===== config.mk =====
export PLATFORM = sky130hd
export DESIGN_NAME = host_xfer_arb
export DESIGN_NICKNAME = d
export VERILOG_FILES = /design/src/rtl/host_xfer_arb_pkg.sv /design/src/rtl/host_xfer_arb_pick.sv /design/src/rtl/host_xfer_arb.sv
export SDC_FILE = /design/constraint.sdc
export NUM_CORES = 1
export LEC_CHECK = 0
export ABC_AREA = 1
export BUFFER_PORTS_ARGS = -buffer_cell sky130_fd_sc_hd__buf_2
export CORE_MARGIN = 2
export CORE_UTILIZATION = 49
export CTS_BUF_LIST = sky130_fd_sc_hd__clkbuf_4 sky130_fd_sc_hd__clkbuf_8
export CTS_CLUSTER_DIAMETER = 150
export DETAILED_ROUTE_END_ITERATION = 10
export GPL_TIMING_DRIVEN = 0
export MAX_ROUTING_LAYER = met4
export PLACE_DENSITY = 0.89
export SKIP_LAST_GASP = 1
export SLEW_MARGIN = 20
export SYNTH_ARGS = -nofsm -noshare
export SYNTH_HDL_FRONTEND = slang
export SYNTH_SLANG_ARGS = --single-unit
export TNS_END_PERCENT = 50

===== constraint.sdc =====
create_clock -name cpu_clk -period 3.25 [get_ports cpu_clk]
set_input_delay 0.1625 -clock cpu_clk [delete_from_list [all_inputs] [get_ports cpu_clk]]
set_output_delay 0.1625 -clock cpu_clk [all_outputs]
set_load 0.01 [all_outputs]

===== src/rtl/host_xfer_arb_pkg.sv =====
// Shared types and constants for the host transfer arbiter.
package host_xfer_arb_pkg;

  localparam int unsigned HOST_DW = 16;

  typedef enum logic [1:0] {
    ARB_IDLE = 2'd0,
    ARB_SRQ  = 2'd1,
    ARB_XFER = 2'd2,
    ARB_DONE = 2'd3
  } arb_state_t;

endpackage


===== src/rtl/host_xfer_arb_pick.sv =====
// Round-robin picker: first set request at or after rr_ptr, wrapping.
module arb_rr_pick #(
  parameter int unsigned NREQ  = 3,
  parameter int unsigned PTR_W = 2
) (
  input  logic [NREQ-1:0]  req,
  input  logic [PTR_W-1:0] rr_ptr,
  output logic [NREQ-1:0]  pick,
  output logic             any
);

  logic found;

  // Scan offsets from rr_ptr; the first requester hit wins.
  always_comb begin
    pick  = '0;
    found = 1'b0;
    any   = |req;
    for (int unsigned k = 0; k < NREQ; k++) begin
      for (int unsigned i = 0; i < NREQ; i++) begin
        if (!found && req[i] && (((32'(rr_ptr) + k) % NREQ) == i)) begin
          pick[i] = 1'b1;
          found   = 1'b1;
        end
      end
    end
  end

endmodule


===== src/rtl/host_xfer_arb.sv =====
// Host readback arbiter: grants one streaming source at a time, raises
// host_srq, steers host word reads to the granted source.
// Optional watchdog abort enabled by defining HOST_ARB_WDOG_EN.
module host_xfer_arb
  import host_xfer_arb_pkg::*;
#(
  parameter int unsigned NREQ        = 3,
  parameter int unsigned LEN_W       = 11,
  parameter int unsigned WDOG_CYCLES = 65535
) (
  input  logic                      cpu_clk,
  input  logic                      rst_n,
  input  logic [NREQ-1:0]           req,
  input  logic [NREQ*LEN_W-1:0]     req_len,
  output logic [NREQ-1:0]           gnt,
  output logic                      host_srq,
  input  logic                      host_start,
  input  logic                      host_rd,
  output logic [HOST_DW-1:0]        host_dout,
  output logic [NREQ-1:0]           src_rd,
  input  logic [NREQ*HOST_DW-1:0]   src_dout,
  output logic [NREQ-1:0]           xfer_done,
  output logic                      xfer_abort,
  output logic                      busy
);

  localparam int unsigned PTR_W = (NREQ > 1) ? $clog2(NREQ) : 1;

  arb_state_t        state_q, state_d;
  logic [NREQ-1:0]   gnt_q, gnt_d;
  logic [LEN_W-1:0]  cnt_q, cnt_d;
  logic [PTR_W-1:0]  rr_ptr_q, rr_ptr_d;
  logic [NREQ-1:0]   pick;
  logic              any;
  logic [LEN_W-1:0]  pick_len;
  logic [PTR_W-1:0]  rr_adv;
  logic [HOST_DW-1:0] sel_dout;
  logic              in_xfer;
  logic              wdog_hit;

  arb_rr_pick #(
    .NREQ  (NREQ),
    .PTR_W (PTR_W)
  ) u_pick (
    .req    (req),
    .rr_ptr (rr_ptr_q),
    .pick   (pick),
    .any    (any)
  );

  // One-hot muxes: length of the picked source, data of the granted source,
  // and the pointer value just past the granted source.
  always_comb begin
    pick_len = '0;
    sel_dout = '0;
    rr_adv   = '0;
    for (int unsigned i = 0; i < NREQ; i++) begin
      if (pick[i])  pick_len = req_len[i*LEN_W +: LEN_W];
      if (gnt_q[i]) begin
        sel_dout = src_dout[i*HOST_DW +: HOST_DW];
        rr_adv   = PTR_W'((i + 1) % NREQ);
      end
    end
  end

`ifdef HOST_ARB_WDOG_EN
  logic [15:0] idle_q, idle_d;
  logic        wdog_act;

  // Idle counter runs only while waiting on the host; any host activity clears it.
  always_comb begin
    wdog_act = host_start | host_rd;
    wdog_hit = 1'b0;
    idle_d   = '0;
    if ((state_q == ARB_SRQ) || (state_q == ARB_XFER)) begin
      if (!wdog_act) begin
        if (idle_q == 16'(WDOG_CYCLES - 1)) wdog_hit = 1'b1;
        else                                idle_d   = idle_q + 16'd1;
      end
    end
  end

  // Idle counter register.
  always_ff @(posedge cpu_clk) begin
    if (!rst_n) idle_q <= '0;
    else        idle_q <= idle_d;
  end
`else
  assign wdog_hit = 1'b0;
`endif

  // Next-state logic for the grant FSM, grant, word count and pointer.
  always_comb begin
    state_d  = state_q;
    gnt_d    = gnt_q;
    cnt_d    = cnt_q;
    rr_ptr_d = rr_ptr_q;
    unique case (state_q)
      ARB_IDLE: begin
        if (any) begin
          gnt_d   = pick;
          cnt_d   = pick_len;
          state_d = (pick_len == '0) ? ARB_DONE : ARB_SRQ;
        end
      end
      ARB_SRQ: begin
        if (wdog_hit) begin
          gnt_d    = '0;
          rr_ptr_d = rr_adv;
          state_d  = ARB_IDLE;
        end else if (host_start) begin
          state_d = ARB_XFER;
        end
      end
      ARB_XFER: begin
        if (wdog_hit) begin
          gnt_d    = '0;
          rr_ptr_d = rr_adv;
          state_d  = ARB_IDLE;
        end else if (host_rd && (cnt_q != '0)) begin
          cnt_d = cnt_q - LEN_W'(1);
          if (cnt_q == LEN_W'(1)) state_d = ARB_DONE;
        end
      end
      ARB_DONE: begin
        gnt_d    = '0;
        rr_ptr_d = rr_adv;
        state_d  = ARB_IDLE;
      end
      default: state_d = ARB_IDLE;
    endcase
  end

  // State and datapath registers.
  always_ff @(posedge cpu_clk) begin
    if (!rst_n) begin
      state_q  <= ARB_IDLE;
      gnt_q    <= '0;
      cnt_q    <= '0;
      rr_ptr_q <= '0;
    end else begin
      state_q  <= state_d;
      gnt_q    <= gnt_d;
      cnt_q    <= cnt_d;
      rr_ptr_q <= rr_ptr_d;
    end
  end

  // Outputs decoded from state; reads outside XFER are over-reads and see nothing.
  always_comb begin
    in_xfer    = (state_q == ARB_XFER);
    gnt        = gnt_q;
    host_srq   = (state_q == ARB_SRQ);
    busy       = (state_q != ARB_IDLE);
    xfer_done  = (state_q == ARB_DONE) ? gnt_q : '0;
    xfer_abort = wdog_hit;
    src_rd     = in_xfer ? (gnt_q & {NREQ{host_rd}}) : '0;
    host_dout  = in_xfer ? sel_dout : '0;
  end

endmodule

==> results.py, run 1 <==
metrics = {
    "place": {
        "portBuffers": 113,
        "dpl_cell_area_mm2": 0.00258,
        "place_congestion": 0.872,
        "dp_hpwl_um": 4950,
    },
    "yosys": {
        "syn_inst": 347,
        "yosysWarnings": 0,
        "synthTopCellsByArea": "dfxtp_1 18%, nand2_1 17%, a21oi_1 12%, o21ai_0 8.7%, inv_1 6.9%",
        "synthMuxAreaShare_pct": 0,
        "yosys.cell_count.top_type": "nand2_1",
        "synth_edf_count": 0,
        "netlist_area_mm2": 0.00195,
        "synthXorXnorAreaFrac_pct": 1.79,
        "synth_top_family_by_area": "simple AND/OR/NAND/NOR gates",
        "synthTopCellsByCount": "90 x nand2_1, 48 x a21oi_1, 36 x inv_1",
        "yosysSeqAreaShare_pct": 18.4,
        "synthArstFlopShare_pct": 0,
        "synth_simple_gate_area_share_pct": 33.7,
        "synth_area_leader_cell": "dfxtp_1",
        "ys_types": 37,
        "syn_nets": 444,
        "synth_seq_cells": 18,
        "synthAdderAreaFrac_pct": 5.76,
        "synth-compound-area-share_pct": 27.9,
        "ys.flop_type": "dfxtp_1",
        "syn_area_per_cell_um2": 5.63,
        "yosysTopAreaCellShare_pct": 18.4,
    },
    "setup_path": {
        "critPathMaxStageDelay_ns": 0.37,
        "crit_path_start_kind": "register",
        "crit_path_end_kind": "output pin",
        "critPathRequiredTime_ns": 3.09,
        "crit_type": "reg -> out",
        "rr_worst_depth": 19,
        "critPathArrivalTime_ns": 2.26,
        "slowest_stage": "clkbuf_1",
        "cp.depth": 7,
        "crit_chain": "inv_1 -> ha_1 -> clkbuf_1 -> inv_1 -> clkbuf_1 -> nor3_1 -> buf_2",
        "cp_max_fo": 10,
        "cp_top_family": "buffers and inverters",
        "critPathBufInv": 5,
    },
    "layout": {
        "drive_gt1_share_pct": 30.0,
        "multi_input_area_mm2": 0.00136,
        "area.sequential_um2": 360,
        "nNetsFinal": 562,
        "design_area_mm2": 0.00262,
        "n_fill_cell": 375,
        "utilization_pct": 70.0,
        "antenna_cells": 0,
        "area_delta_synth_final_pct": 34.1,
    },
    "floorplanning": {
        "die-area_mm2": 0.00451,
        "start_util_pct": 52.2,
        "core-area_mm2": 0.00374,
        "io_pins": 116,
        "row_count": 22,
        "fp.dieW_um": 67.2,
        "die_h_um": 67.2,
    },
    "grt": {
        "antenna_found_initial": 0,
        "grt_max_degree": 11,
        "grt_pass1_wl_um": 9580,
        "grt_usage_pct": 28.4,
        "grt-ovfl-total": 0,
        "grt_pass1_vias": 2274,
    },
    "power_and_ir_drop": {
        "p_leak_nw": 1.40,
        "p_per_area_mw_per_mm2": 640,
        "peakVddDrop_uv": 550,
        "finalPower_mw": 1.68,
    },
    "detailed_routing": {
        "route.detailed.drc": 0,
        "dr.pass1.iters": 4,
        "drt-wirelength-per-cell_um": 12.0,
        "via_per_inst": 5.25,
        "top_layer_used": "met4",
        "drt_iter0_markers": 160,
        "vias": 2681,
        "routedLengthMet1_um": 2360,
        "wl_met2_um": 3200,
        "wl_met3_um": 489,
        "ant_nets": 0,
        "wl_um": 6150,
    },
    "timing": {
        "fmax_mhz": 413,
        "slew_violations": 0,
        "setup_tns_ns": 0,
        "min_period_ns": 2.42,
        "finClkSkew_ns": 0.00321,
        "slew_headroom_pct": 64.8,
        "finalCritPeriodShare_pct": 74.4,
        "rsz0062_at_grt": "false",
        "setup_viol": 0,
        "hold_viol": 0,
        "tightest_slew_ns": 0.528,
        "timing.hold.ws_ns": 0.251,
    },
    "clocking": {
        "cts_tree": "yes",
        "clockBufferDepth": 2,
        "cts_resized": 0,
        "cts.clk_slew.worst_paths_ns": 0.07,
        "ctsHoldBuffers": 0,
        "worstSkewPairLatency_ns": 0.25,
        "postCtsSetupBuffers": 0,
        "cts_root_buf": "clkbuf_8",
        "cts_buffers": 3,
        "cts.sinks": 18,
        "htree_levels": 1,
    },
    "run_status": {
        "status": "finished, final reports clean",
    },
    "run": {
        "drv_cap": 0,
    },
    "hold_path": {
        "whs_path_depth": 3,
        "holdCritPathClass": "in -> reg",
    },
}
## kinds of logic after synthesis
kind of cell    count (synthesis)
xor+xnor                        4
simple gates                  159
other cells                     1
fa+ha+maj                       9
buf+inv                        56
flops                          18
compound gates                100
## final timing paths
path | slack (ns) | endpoint | start
worst max register to register | 0.95 | state_q[1]$_SDFFE_PN0P_ | rr_ptr_q[0]$_SDFFE_PN0N_
worst min register to register | 0.48 | cnt_q[7]$_SDFFE_PN0P_ | cnt_q[7]$_SDFFE_PN0P_
worst min-delay path | 0.25 | rr_ptr_q[0]$_SDFFE_PN0N_ | rst_n
worst max-delay path | 0.83 | src_rd[0] | state_q[0]$_SDFFE_PN0P_
## metrics by stage
step           setup WS [ns]  std cells
2_1_floorplan           1.33        347
3_3_place_gp            1.01        508
3_5_place_dp           0.979        508
4_1_cts                0.798        511
5_1_grt                0.627        511
6_report               0.831        511
## cell usage in the layout (no fill, tap or decap), drive strengths merged
master / n
nor3: 5
and2: 1
a31oi: 4
clkbuf: 11
a21oi: 50
a211oi: 1
o221ai: 1
o221a: 1
ha: 9
nand3: 15
or2: 2
conb: 1
xnor2: 2
buf: 120
o211ai: 1
o21ai: 37
o22ai: 1
a21boi: 2
dfxtp: 18
nand4: 3
nor2: 38
xor2: 2
a221oi: 2
inv: 38
clkinv: 3
nand2: 95
## worst reg2reg max path, cell delays in order, from the launching register on
cell,delay [ns]
dfxtp_1,0.36
inv_1,0.05
ha_1,0.35
nand2_2,0.12
nand2_2,0.07
inv_2,0.06
nand2_1,0.05
nor2_2,0.13
nand3_1,0.09
nand2_1,0.09
nand2_2,0.12
clkinv_2,0.12
nand2_1,0.07
nand2_1,0.06
nand2_1,0.04
nor2_1,0.10
nand3_1,0.11
nand2_1,0.07
nand2_1,0.05
a21oi_2,0.10
## state kept, by name, summed over array words and instances, names as in the netlist
name      cells
cnt_q        11
gnt           3
rr_ptr_q      2
state_q       2
## where the power goes
group	leakage (nW)	switching, mW	internal, mW
logic	1.23	0.722	0.434
registers	0.148	0.0637	0.302
clock network	0.0216	0.0720	0.0824
total	1.40	0.858	0.818
## per-layer routing
metal  vias up  GRT usage (%)
met5         -              -
met1      1184           30.5
met2       115           53.3
met4         0           8.42
li1       1369              -
met3        13           4.50
## cell type report
class / instances / area share [%]
Tap cell: 48 / 2.29
Multi-Input combinational cell: 273 / 51.7
Clock buffer: 3 / 1.58
Inverter: 41 / 6.01
Sequential cell: 18 / 13.7
Buffer: 15 / 3.05
Timing Repair Buffer: 113 / 21.6
No activity file was read; power rests on OpenSTA's default activity.
==> run 2: changes to the inputs <==
- CORE_UTILIZATION: 49 -> 45
- PLACE_DENSITY: 0.89 -> 0.83
- clock period: 3.25 -> 2.4 ns (I/O delays scaled with it)
==> run 2 against run 1 <==
Die area up 8.3%. Critical path depth up 12. First-iteration DRC count down 36%. Highest routed layer unchanged.
==> results.py, run 2 (same netlist as run 1, synthesis figures left out) <==
metrics = {
    "setup_path": {
        "critPathRequiredTime_ns": 2.58,
        "r2r_end": "state_q[1]$_SDFFE_PN0P_",
        "cp_top_family": "simple AND/OR/NAND/NOR gates",
        "r2r_slack_ns": 0.17,
        "crit_type": "reg -> reg",
        "critPathMaxStageDelay_ns": 0.37,
        "crit_chain": "inv_1 -> ha_1 -> nand2_1 -> nand2_2 -> inv_2 -> nand2_1 -> nor2_2 -> nand3_1 -> nand2_1 -> nand2_2 -> clkinv_2 -> nand2_1 -> nand2_1 -> nand2_1 -> nor2_1 -> nand3_1 -> nand2_1 -> nand2_1 -> a21oi_2",
        "rr_worst_depth": 19,
        "critical_path.most_common_cell": "nand2_1",
        "crit_path_start_kind": "register",
        "critPathArrivalTime_ns": 2.41,
        "reg2reg_from": "rr_ptr_q[1]$_SDFFE_PN0N_",
        "cp_max_fo": 8,
        "critPathBufInv": 3,
        "crit_path_end_kind": "register",
        "slowest_stage": "dfxtp_1",
    },
    "clocking": {
        "clockBufferDepth": 2,
        "cts_tree": "yes",
        "ctsHoldBuffers": 0,
        "htree_levels": 1,
        "cts_buffers": 3,
        "postCtsSetupBuffers": 0,
        "worstSkewPairLatency_ns": 0.25,
        "cts_root_buf": "clkbuf_8",
        "cts.sinks": 18,
        "cts.clk_slew.worst_paths_ns": 0.07,
        "cts_resized": 0,
    },
    "grt": {
        "grt_usage_pct": 24.3,
        "grt_pass1_vias": 2306,
        "antenna_found_initial": 0,
        "grt-ovfl-total": 0,
        "grt_pass1_wl_um": 9810,
        "grt_max_degree": 11,
    },
    "power_and_ir_drop": {
        "finalPower_mw": 2.26,
        "peakVddDrop_uv": 732,
        "p_leak_nw": 1.41,
        "p_per_area_mw_per_mm2": 857,
    },
    "layout": {
        "multi_input_area_mm2": 0.00137,
        "area.sequential_um2": 360,
        "nNetsFinal": 562,
        "area_delta_synth_final_pct": 35.0,
        "layout_common_cells": "114 x buf_2, 90 x nand2_1, 48 x a21oi_1, 36 x inv_1",
        "final_common_cell": "buf_2",
        "largest-register": "cnt_q",
        "n_fill_cell": 390,
        "drive_gt1_share_pct": 30.5,
        "largest_register_ffs": 11,
        "design_area_mm2": 0.00264,
        "antenna_cells": 0,
    },
    "timing": {
        "fmax_mhz": 448,
        "hold_viol": 0,
        "min_period_ns": 2.23,
        "finalCritPeriodShare_pct": 93.0,
        "slew_violations": 0,
        "finClkSkew_ns": 0.00261,
        "slew_headroom_pct": 66.6,
        "tightest_slew_ns": 0.500,
        "setup_viol": 0,
    },
    "detailed_routing": {
        "vias": 2622,
        "route.detailed.drc": 0,
        "ant_nets": 0,
        "wl_um": 6090,
        "via_per_inst": 5.11,
        "wl_met3_um": 506,
        "dr.pass1.iters": 5,
        "routedLengthMet1_um": 2430,
        "top_layer_used": "met4",
        "wl_met2_um": 3090,
        "drt-wirelength-per-cell_um": 11.9,
        "drt_iter0_markers": 103,
    },
    "place": {
        "portBuffers": 113,
        "dp_hpwl_um": 4900,
        "dpl_cell_area_mm2": 0.00258,
        "place_congestion": 0.973,
    },
    "run_status": {
        "status": "finished, final reports clean",
    },
    "floorplanning": {
        "start_util_pct": 47.8,
        "fp.dieW_um": 69.9,
        "io_pins": 116,
        "die_h_um": 69.9,
        "core-area_mm2": 0.00409,
        "row_count": 23,
        "die-area_mm2": 0.00489,
    },
    "hold_path": {
        "holdCritPathClass": "in -> reg",
        "whs_path_depth": 3,
        "holdCritStartpoint": "rst_n",
        "holdPathEnd": "rr_ptr_q[0]$_SDFFE_PN0N_",
    },
    "run": {
        "drv_cap": 0,
    },
}
run 2: cell types whose count changed in the layout (fill, tap and decap cells not counted):
cell      previous run  this run
clkbuf_1             8         7
ha_4                 0         1
ha_1                 9         8
clkbuf_2             0         1
run 2: routing by layer:
layer,up-vias,track usage [%]
li1,1367,-
met1,1137,27.5
met2,108,44.1
met3,10,4.76
met4,0,5.56
met5,-,-
run 2: power by group:
group | internal (mW) | switching (mW) | total (mW)
Sequential | 0.408 | 0.0827 | 0.491
Combinational | 0.594 | 0.967 | 1.56
Clock | 0.112 | 0.0979 | 0.209
Total | 1.11 | 1.15 | 2.26
run 2: final cells by class:
cell class	count	area share, %
sequential	18	13.7
inverter	41	5.98
tap	50	2.37
multi-input combinational	273	51.9
buffer	15	3.08
timing repair buffer	113	21.4
clock buffer	3	1.57
run 2: worst max path at each step:
| stage | startpoint | end | slack, ns | cells after the start |
|---|---|---|---|---|
| CTS | state_q[0]$_SDFFE_PN0P_ | src_rd[2] | 0.004 | 7 |
| detailed placement | rr_ptr_q[0]$_SDFFE_PN0N_ | state_q[1]$_SDFFE_PN0P_ | 0.14 | 19 |
| finish | rr_ptr_q[1]$_SDFFE_PN0N_ | state_q[1]$_SDFFE_PN0P_ | 0.17 | 19 |
| global route | rr_ptr_q[1]$_SDFFE_PN0N_ | state_q[1]$_SDFFE_PN0P_ | -0.03 | 19 |
| global placement | rr_ptr_q[0]$_SDFFE_PN0N_ | state_q[1]$_SDFFE_PN0P_ | 0.17 | 19 |
| floorplan | rr_ptr_q[0]$_SDFFE_PN0N_ | state_q[1]$_SDFFE_PN0P_ | 0.48 | 19 |
run 2: metrics by stage:
| step | setup slack, ns | util, % | hold slack (ns) | instances | setup TNS [ns] |
|---|---|---|---|---|---|
| global placement | 0.167 | 63.2 | 0.463 | 510 | 0 |
| detailed placement | 0.145 | 63.2 | 0.474 | 510 | 0 |
| floorplan | 0.484 | - | 0.370 | 347 | 0 |
| finish | 0.169 | 64.5 | 0.211 | 513 | 0 |
| CTS | 0.00444 | 64.2 | 0.208 | 513 | 0 |
| global route | -0.0260 | 64.5 | 0.210 | 513 | -0.0260 |
run 2: worst register-to-register path, delay by kind of cell, from the launching register on:
family	cells	cell delay, ns
buffers and inverters	3	0.24
adders and majority gates	1	0.24
DFF	1	0.37
AOI/OAI and AO/OA	1	0.11
and+or+nand+nor	14	1.19
==> run 3: changes to the inputs <==
- REMOVE_ABC_BUFFERS: default -> 1
==> run 3 against run 2 <==
Worst hold slack worse by 0.0022 ns. Total power down 0.83%. First-iteration DRC count up 16%.
==> results.py, run 3 (same netlist as run 1, synthesis figures left out) <==
metrics = {
    "run_status": {
        "status": "finished, final reports clean",
    },
    "timing": {
        "finalCritPeriodShare_pct": 94.7,
        "hold_viol": 0,
        "tightest_slew_ns": 0.706,
        "min_period_ns": 2.27,
        "setup_tns_ns": 0,
        "finClkSkew_ns": 0.00159,
        "setup_viol": 0,
        "slew_violations": 0,
        "slew_headroom_pct": 52.9,
        "rsz0062_at_grt": "true",
        "fmax_mhz": 440,
        "finalWorstSetupSlack_ns": 0.126,
    },
    "hold_path": {
        "holdCritPathClass": "in -> reg",
    },
    "layout": {
        "utilization_pct": 63.1,
        "multi_input_area_mm2": 0.00137,
        "area.sequential_um2": 360,
        "fin_cells": 500,
        "largest_register_ffs": 11,
        "final_common_cell": "buf_2",
        "antenna_cells": 0,
        "largest-register": "cnt_q",
        "n_fill_cell": 399,
        "nNetsFinal": 548,
        "drive_gt1_share_pct": 30.9,
        "layout_common_cells": "114 x buf_2, 90 x nand2_1, 48 x a21oi_1, 36 x inv_1, 34 x o21ai_0",
        "area_delta_synth_final_pct": 32.0,
    },
    "clocking": {
        "ctsHoldBuffers": 0,
        "cts_tree": "yes",
        "cts.clk_slew.worst_paths_ns": 0.07,
        "worstSkewPairLatency_ns": 0.26,
        "cts_root_buf": "clkbuf_8",
        "postCtsSetupBuffers": 0,
        "htree_levels": 1,
        "clockBufferDepth": 2,
        "cts_buffers": 3,
        "cts.sinks": 18,
    },
    "floorplanning": {
        "start_util_pct": 47.8,
        "fp.dieW_um": 69.9,
        "row_count": 23,
        "die_h_um": 69.9,
        "io_pins": 116,
        "core-area_mm2": 0.00409,
        "die-area_mm2": 0.00489,
    },
    "setup_path": {
        "crit_path_start_kind": "register",
        "cp_max_fo": 8,
        "critPathArrivalTime_ns": 2.47,
        "critPathRequiredTime_ns": 2.59,
        "crit_type": "reg -> reg",
        "crit_path_end_kind": "register",
    },
    "place": {
        "dp_worst_setup_slack_ns": -0.196,
        "dp_hpwl_um": 4590,
        "place_congestion": 0.901,
        "dp.cells": 496,
        "portBuffers": 114,
    },
    "detailed_routing": {
        "wl_met2_um": 2840,
        "routedLengthMet1_um": 2390,
        "drt_iter0_markers": 119,
        "wl_met3_um": 518,
        "dr.pass1.iters": 5,
        "vias": 2592,
        "top_layer_used": "met4",
        "route.detailed.drc": 0,
        "wl_um": 5860,
        "drt-wirelength-per-cell_um": 11.7,
        "via_per_inst": 5.18,
        "ant_nets": 0,
    },
    "run": {
        "drv_cap": 0,
    },
    "power_and_ir_drop": {
        "cellInternalPower_mw": 1.10,
        "clkPwrFrac_pct": 11.3,
        "p_leak_nw": 1.38,
        "pwr-share-comb_pct": 65.3,
        "pwr-share-seq_pct": 23.4,
        "p_per_area_mw_per_mm2": 869,
        "switchingPower_mw": 1.15,
        "switching_share_pct": 51.2,
        "peakVddDrop_uv": 503,
        "finalPower_mw": 2.24,
    },
    "grt": {
        "grt-ovfl-total": 0,
        "grt_pass1_vias": 2279,
        "grt_pass1_wl_um": 9750,
        "grt_usage_pct": 24.2,
        "antenna_found_initial": 0,
        "grt_max_degree": 32,
    },
}
## run 3: changes by cell type in the layout (fill, tap and decap cells not counted), moves of 2 or more
cell	before	now
nor2_1	34	32
nand2_2	5	3
nand2_4	0	2
buf_6	2	0
buf_4	2	0
clkbuf_1	7	0
buf_1	2	0
nor2_2	4	6
## run 3: final cells by class
| cell class | instances | area share (%) |
|---|---|---|
| inverters | 41 | 6.11 |
| clock buffers | 4 | 2.13 |
| multi-input cells | 273 | 53.2 |
| well taps | 50 | 2.42 |
| repair buffers | 114 | 22.1 |
| flip-flops and latches | 18 | 14.0 |
## run 3: metrics by stage
stage | hold slack, ns | area, µm²
after CTS | 0.205 | 2560
after global routing | 0.222 | 2580
after global placement | 0.462 | 2510
final | 0.209 | 2580
after detailed placement | 0.475 | 2510
after floorplan | 0.247 | 1870
## run 3: repair_timing
item,4_1_cts,5_1_grt
pin swaps,0,1
gates resized for setup,1,4
setup endpoints to repair,5,16
## run 3: power groups by stage
stage | logic (mW) | registers [mW] | clock network, mW
finish | 1.46 | 0.526 | 0.253
global placement | 1.41 | 0.529 | 0
global route | 1.67 | 0.546 | 0.266
CTS | 1.45 | 0.526 | 0.256
floorplan | 1.06 | 0.506 | 0
detailed placement | 1.44 | 0.531 | 0
## run 3: worst paths after layout
check	start	to	slack, ns	depth (start not counted)
setup reg to reg	rr_ptr_q[0]$_SDFFE_PN0N_	state_q[1]$_SDFFE_PN0P_	0.13	19
setup / recovery	rr_ptr_q[0]$_SDFFE_PN0N_	state_q[1]$_SDFFE_PN0P_	0.13	19
hold / removal	rst_n	cnt_q[10]$_SDFFE_PN0P_	0.21	3
hold reg to reg	cnt_q[7]$_SDFFE_PN0P_	cnt_q[7]$_SDFFE_PN0P_	0.50	2
## run 3: worst max-delay path, stage by stage, from the launching register on
cell,delay (ns)
dfxtp_1,0.35
inv_1,0.05
ha_1,0.35
nand2_2,0.12
nand2_2,0.07
inv_2,0.06
nand2_1,0.06
nor2_2,0.18
nand3_1,0.09
nand2_1,0.12
nand2_4,0.09
clkinv_2,0.08
nand2_1,0.07
nand2_1,0.06
nand2_1,0.04
nor2_1,0.08
nand3_1,0.10
nand2_1,0.07
nand2_1,0.06
a21oi_2,0.10
## run 3: metal layers
metal | vias up | global-route usage [%]
met2 | 117 | 44.1
met3 | 10 | 5.19
met4 | 0 | 5.98
li1 | 1341 | -
met5 | - | -
met1 | 1124 | 26.6
